[src/rtl/mux_scan_ctrl.sv]
// Scan sequencer for a 4:1 mux: steps the select through channels 0..3,
// waits SETTLE cycles per channel, samples y, and hands the 4-bit word out.
module mux_scan_ctrl #(
  parameter int unsigned SETTLE = 2
) (
  input  logic       clk,
  input  logic       rst,
  input  logic       start,
  input  logic       y,
  input  logic       ready,
  output logic [1:0] s,
  output logic       busy,
  output logic       valid,
  output logic [3:0] data
);

  localparam int unsigned CNT_W  = 8;
  localparam int unsigned K_W    = 2;
  localparam int unsigned DATA_W = 4;

  typedef enum logic [1:0] {
    ST_IDLE   = 2'd0,
    ST_SETTLE = 2'd1,
    ST_HOLD   = 2'd2
  } state_t;

  localparam logic [CNT_W-1:0] CNT_RELOAD = CNT_W'(SETTLE);

  state_t              state_q, state_d;
  logic [K_W-1:0]      k_q, k_d;
  logic [CNT_W-1:0]    cnt_q, cnt_d;
  logic [DATA_W-2:0]   shadow_q, shadow_d;
  logic [DATA_W-1:0]   data_q, data_d;
  logic                valid_q, valid_d;
  logic                busy_q, busy_d;
  logic [K_W-1:0]      s_q, s_d;

  always_ff @(posedge clk or posedge rst) begin
    if (rst) begin
      state_q  <= ST_IDLE;
      k_q      <= '0;
      cnt_q    <= '0;
      shadow_q <= '0;
      data_q   <= '0;
      valid_q  <= 1'b0;
      busy_q   <= 1'b0;
      s_q      <= '0;
    end else begin
      state_q  <= state_d;
      k_q      <= k_d;
      cnt_q    <= cnt_d;
      shadow_q <= shadow_d;
      data_q   <= data_d;
      valid_q  <= valid_d;
      busy_q   <= busy_d;
      s_q      <= s_d;
    end
  end

  always_comb begin
    state_d  = state_q;
    k_d      = k_q;
    cnt_d    = cnt_q;
    shadow_d = shadow_q;
    data_d   = data_q;
    valid_d  = valid_q;
    busy_d   = busy_q;
    s_d      = s_q;

    unique case (state_q)
      ST_IDLE: begin
        s_d     = '0;
        busy_d  = 1'b0;
        valid_d = 1'b0;
        if (start) begin
          state_d = ST_SETTLE;
          k_d     = '0;
          cnt_d   = CNT_RELOAD;
          busy_d  = 1'b1;
        end
      end

      ST_SETTLE: begin
        if (cnt_q != '0) begin
          cnt_d = cnt_q - CNT_W'(1);
        end else begin
          // Sample edge for channel k; the last channel goes straight into data.
          case (k_q)
            2'd0:    shadow_d[0] = y;
            2'd1:    shadow_d[1] = y;
            2'd2:    shadow_d[2] = y;
            default: ;
          endcase
          if (k_q != 2'd3) begin
            k_d   = k_q + K_W'(1);
            s_d   = k_q + K_W'(1);
            cnt_d = CNT_RELOAD;
          end else begin
            data_d  = {y, shadow_q};
            valid_d = 1'b1;
            busy_d  = 1'b0;
            s_d     = '0;
            state_d = ST_HOLD;
          end
        end
      end

      ST_HOLD: begin
        s_d = '0;
        if (ready) begin
          valid_d = 1'b0;
          if (start) begin
            // Back-to-back scan: handshake and restart share one edge.
            state_d = ST_SETTLE;
            k_d     = '0;
            cnt_d   = CNT_RELOAD;
            busy_d  = 1'b1;
          end else begin
            state_d = ST_IDLE;
          end
        end
      end

      default: begin
        state_d = ST_IDLE;
        s_d     = '0;
        busy_d  = 1'b0;
        valid_d = 1'b0;
      end
    endcase
  end

  assign s     = s_q;
  assign busy  = busy_q;
  assign valid = valid_q;
  assign data  = data_q;

endmodule

[config.mk]
export PLATFORM = sky130hd
export DESIGN_NAME = mux_scan_ctrl
export DESIGN_NICKNAME = d
export VERILOG_FILES = /design/src/rtl/mux_scan_ctrl.sv
export SDC_FILE = /design/constraint.sdc
export NUM_CORES = 1
export LEC_CHECK = 0
export CORE_MARGIN = 10
export CORE_UTILIZATION = 35
export DETAILED_ROUTE_END_ITERATION = 12
export PLACE_DENSITY = 0.61
export SKIP_LAST_GASP = 1
export SYNTH_ARGS = -nofsm -noshare
export SYNTH_HDL_FRONTEND = slang
export SYNTH_SLANG_ARGS = --single-unit
export TNS_END_PERCENT = 1
[constraint.sdc]
create_clock -name clk -period 3.65 [get_ports clk]
set_clock_uncertainty 0.15 [all_clocks]
set_input_delay 0.5475 -clock clk [delete_from_list [all_inputs] [get_ports clk]]
set_output_delay 0.5475 -clock clk [all_outputs]
set_load 0.005 [all_outputs]
==> metrics.cfg <==
[status]
status=complete, no violations

[die]
rows=21
fp.dieH_um=78.6
die_w_um=78.6
io-pin-count=13
initial_core_util_pct=36.1
dieArea_um2=6190
core_area_um2=3340

[place]
io_buffers=12
pre_cts_ws_ps=1330
hpwl_mm=1.76
place.gp.congestion=0.737

[clocking]
cts.reportedPaths.clkPinSlew_ps=130
cts.htree.levels=1
cts_max_path_buffers=2
clock_latency_ps=300
cts_resized=0
cts_tree=done
ctsHoldBuffers=0
clock-sinks=23
postCtsSetupBuffers=0
cts_made_buffers=3
root_buffer=clkbuf_4

[critical_path]
worstSetupStartpointType=flip-flop
criticalPathCategory=reg -> reg
crit_fanout=9
critPathCaptureType=flip-flop
cp.required_ps=3670
critPathArrivalTime_ps=2230

[synth]
synth-edff-count=0
ys_seq_area_share_pct=47.8
syn-num-nets=131
synth_cells=120
avgSynthCellArea_um2=10.0
synth.distinct_cells=33
syn_area_um2=1200
synth-seq-cells=23
async_flop_share_pct=100
yosys_warnings=0
synth_flop_cell=dfrtp_1

[layout]
regArea_um2=576
nNetsFinal=144
n_fill_cell=344
drive_gt1_share_pct=6.06
multi_input_area_um2=566
antenna_cells=0
layout_common_cells=dfrtp_1, nand2_1, clkdlybuf4s50_1
layout_commonest_cell=dfrtp_1
area_growth_pct=14.6

[sta]
fmax_mhz=452
fin_setup_tns_ps=0
setup_viol=0
finalMaxSlewViolations=0
post-route-min-period_ps=2210
rsz0062_at_grt=false
maxSlewHeadroom_pct=41.7
setup_slack_ps=1440
worst_pin_slew_ps=873
hold_viol_final=0
min_period_over_period_pct=60.7

[power]
leakagePower_nw=0.600
p_per_area_nw_per_um2=672
max-vdd-ir-drop_uv=280

[global_route]
grtUsageTotal_pct=8.01
grt_max_degree=24
grt.overflow.total=0
antenna_found_initial=0
grt_pass1_vias=910
grt_pass1_wl_mm=4.06

[drt]
vias=932
drt-total-wl_mm=2.35
vias_per_cell=5.24
drtAntennaViolNets=0
drtIter0Drc=46
firstDrtPassIters=6
wl_per_cell_um=13.2
route.detailed.drc=0

[worst_hold_path]
worstHoldPathType=reg -> reg

[job]
maxCapViolations=0

-- flip-flops by register name, summed over array words and instances, names as in the netlist --
name	count
busy	1
cnt_q	8
data	4
k_q	2
s	2
shadow_q	3
state_q	2
valid	1
-- power by group --
part           internal (mW)  switching (mW)  total [mW]
logic                  0.191           0.183       0.373
registers              0.355          0.0828       0.438
clock network         0.0426          0.0732       0.116
total                  0.588           0.339       0.927
-- worst max-delay path, stage by stage (launching register included) --
cell	delay (ps)
dfrtp_1	430
inv_1	130
ha_1	160
nor3b_4	370
nand2_1	210
o31ai_2	540
a21oi_1	90
-- path summary, 6_finish.rpt --
kind | start | to | slack (ps) | cells past startpoint
min reg2reg | data[2] | data[2] | 320 | 2
max reg2reg | cnt_q[0] | cnt_q[2] | 1440 | 6
max in group asynchronous | rst | s[0] | 2250 | 2
min | data[2] | data[2] | 320 | 2
min in group asynchronous | rst | cnt_q[6] | 560 | 2
max | cnt_q[0] | cnt_q[2] | 1440 | 6
-- synth_stat cells (2+ instances only) --
library cell	number	area (µm²)
a21oi_1	8	40.0
buf_2	2	10.0
buf_6	2	22.5
dfrtp_1	23	576
ha_1	6	75.1
inv_1	7	26.3
mux2_1	3	33.8
nand2_1	20	75.1
nand2b_1	2	12.5
nand3_1	4	20.0
nand4_1	4	25.0
nor2_1	2	7.51
o21ai_0	2	10.0
o21ai_1	5	25.0
o31ai_1	5	37.5
or3_1	3	18.8
or4_1	6	45.0
-- per-stage QoR --
step	util [%]	area (µm²)	cells	hold slack (ps)	power [mW]
floorplan	-	1200	120	292	0.680
global placement	40.5	1350	174	303	0.801
detailed placement	40.5	1350	174	306	0.820
CTS	41.3	1380	178	336	0.943
global route	41.3	1380	178	353	1.01
finish	41.3	1380	178	325	0.927
-- area by class of cell --
| cell class | count | area share, % |
|---|---|---|
| repair buffers | 13 | 9.26 |
| inverters | 7 | 1.91 |
| well taps | 46 | 4.17 |
| flip-flops and latches | 23 | 41.7 |
| clock buffers | 4 | 1.91 |
| multi-input cells | 85 | 41.0 |
-- logic make-up after synthesis --
logic type                 Yosys count  synth area share, %
DFF                                 23                 47.8
AOI/OAI and AO/OA                   25                 13.1
buffers and inverters               12                 5.20
and+or+nand+nor                     51                 24.8
muxes                                3                 2.81
adders and majority gates            6                 6.24
-- per-layer routing --
layer / global-route usage [%] / up-vias / wire length (µm)
li1: - / 464 / -
met1: 9.22 / 453 / 1020
met2: 13.3 / 11 / 1200
met3: 2.16 / 4 / 81
met4: 4.12 / 0 / 47
met5: 0 / - / 0
Power figures use the tool's default switching activity.
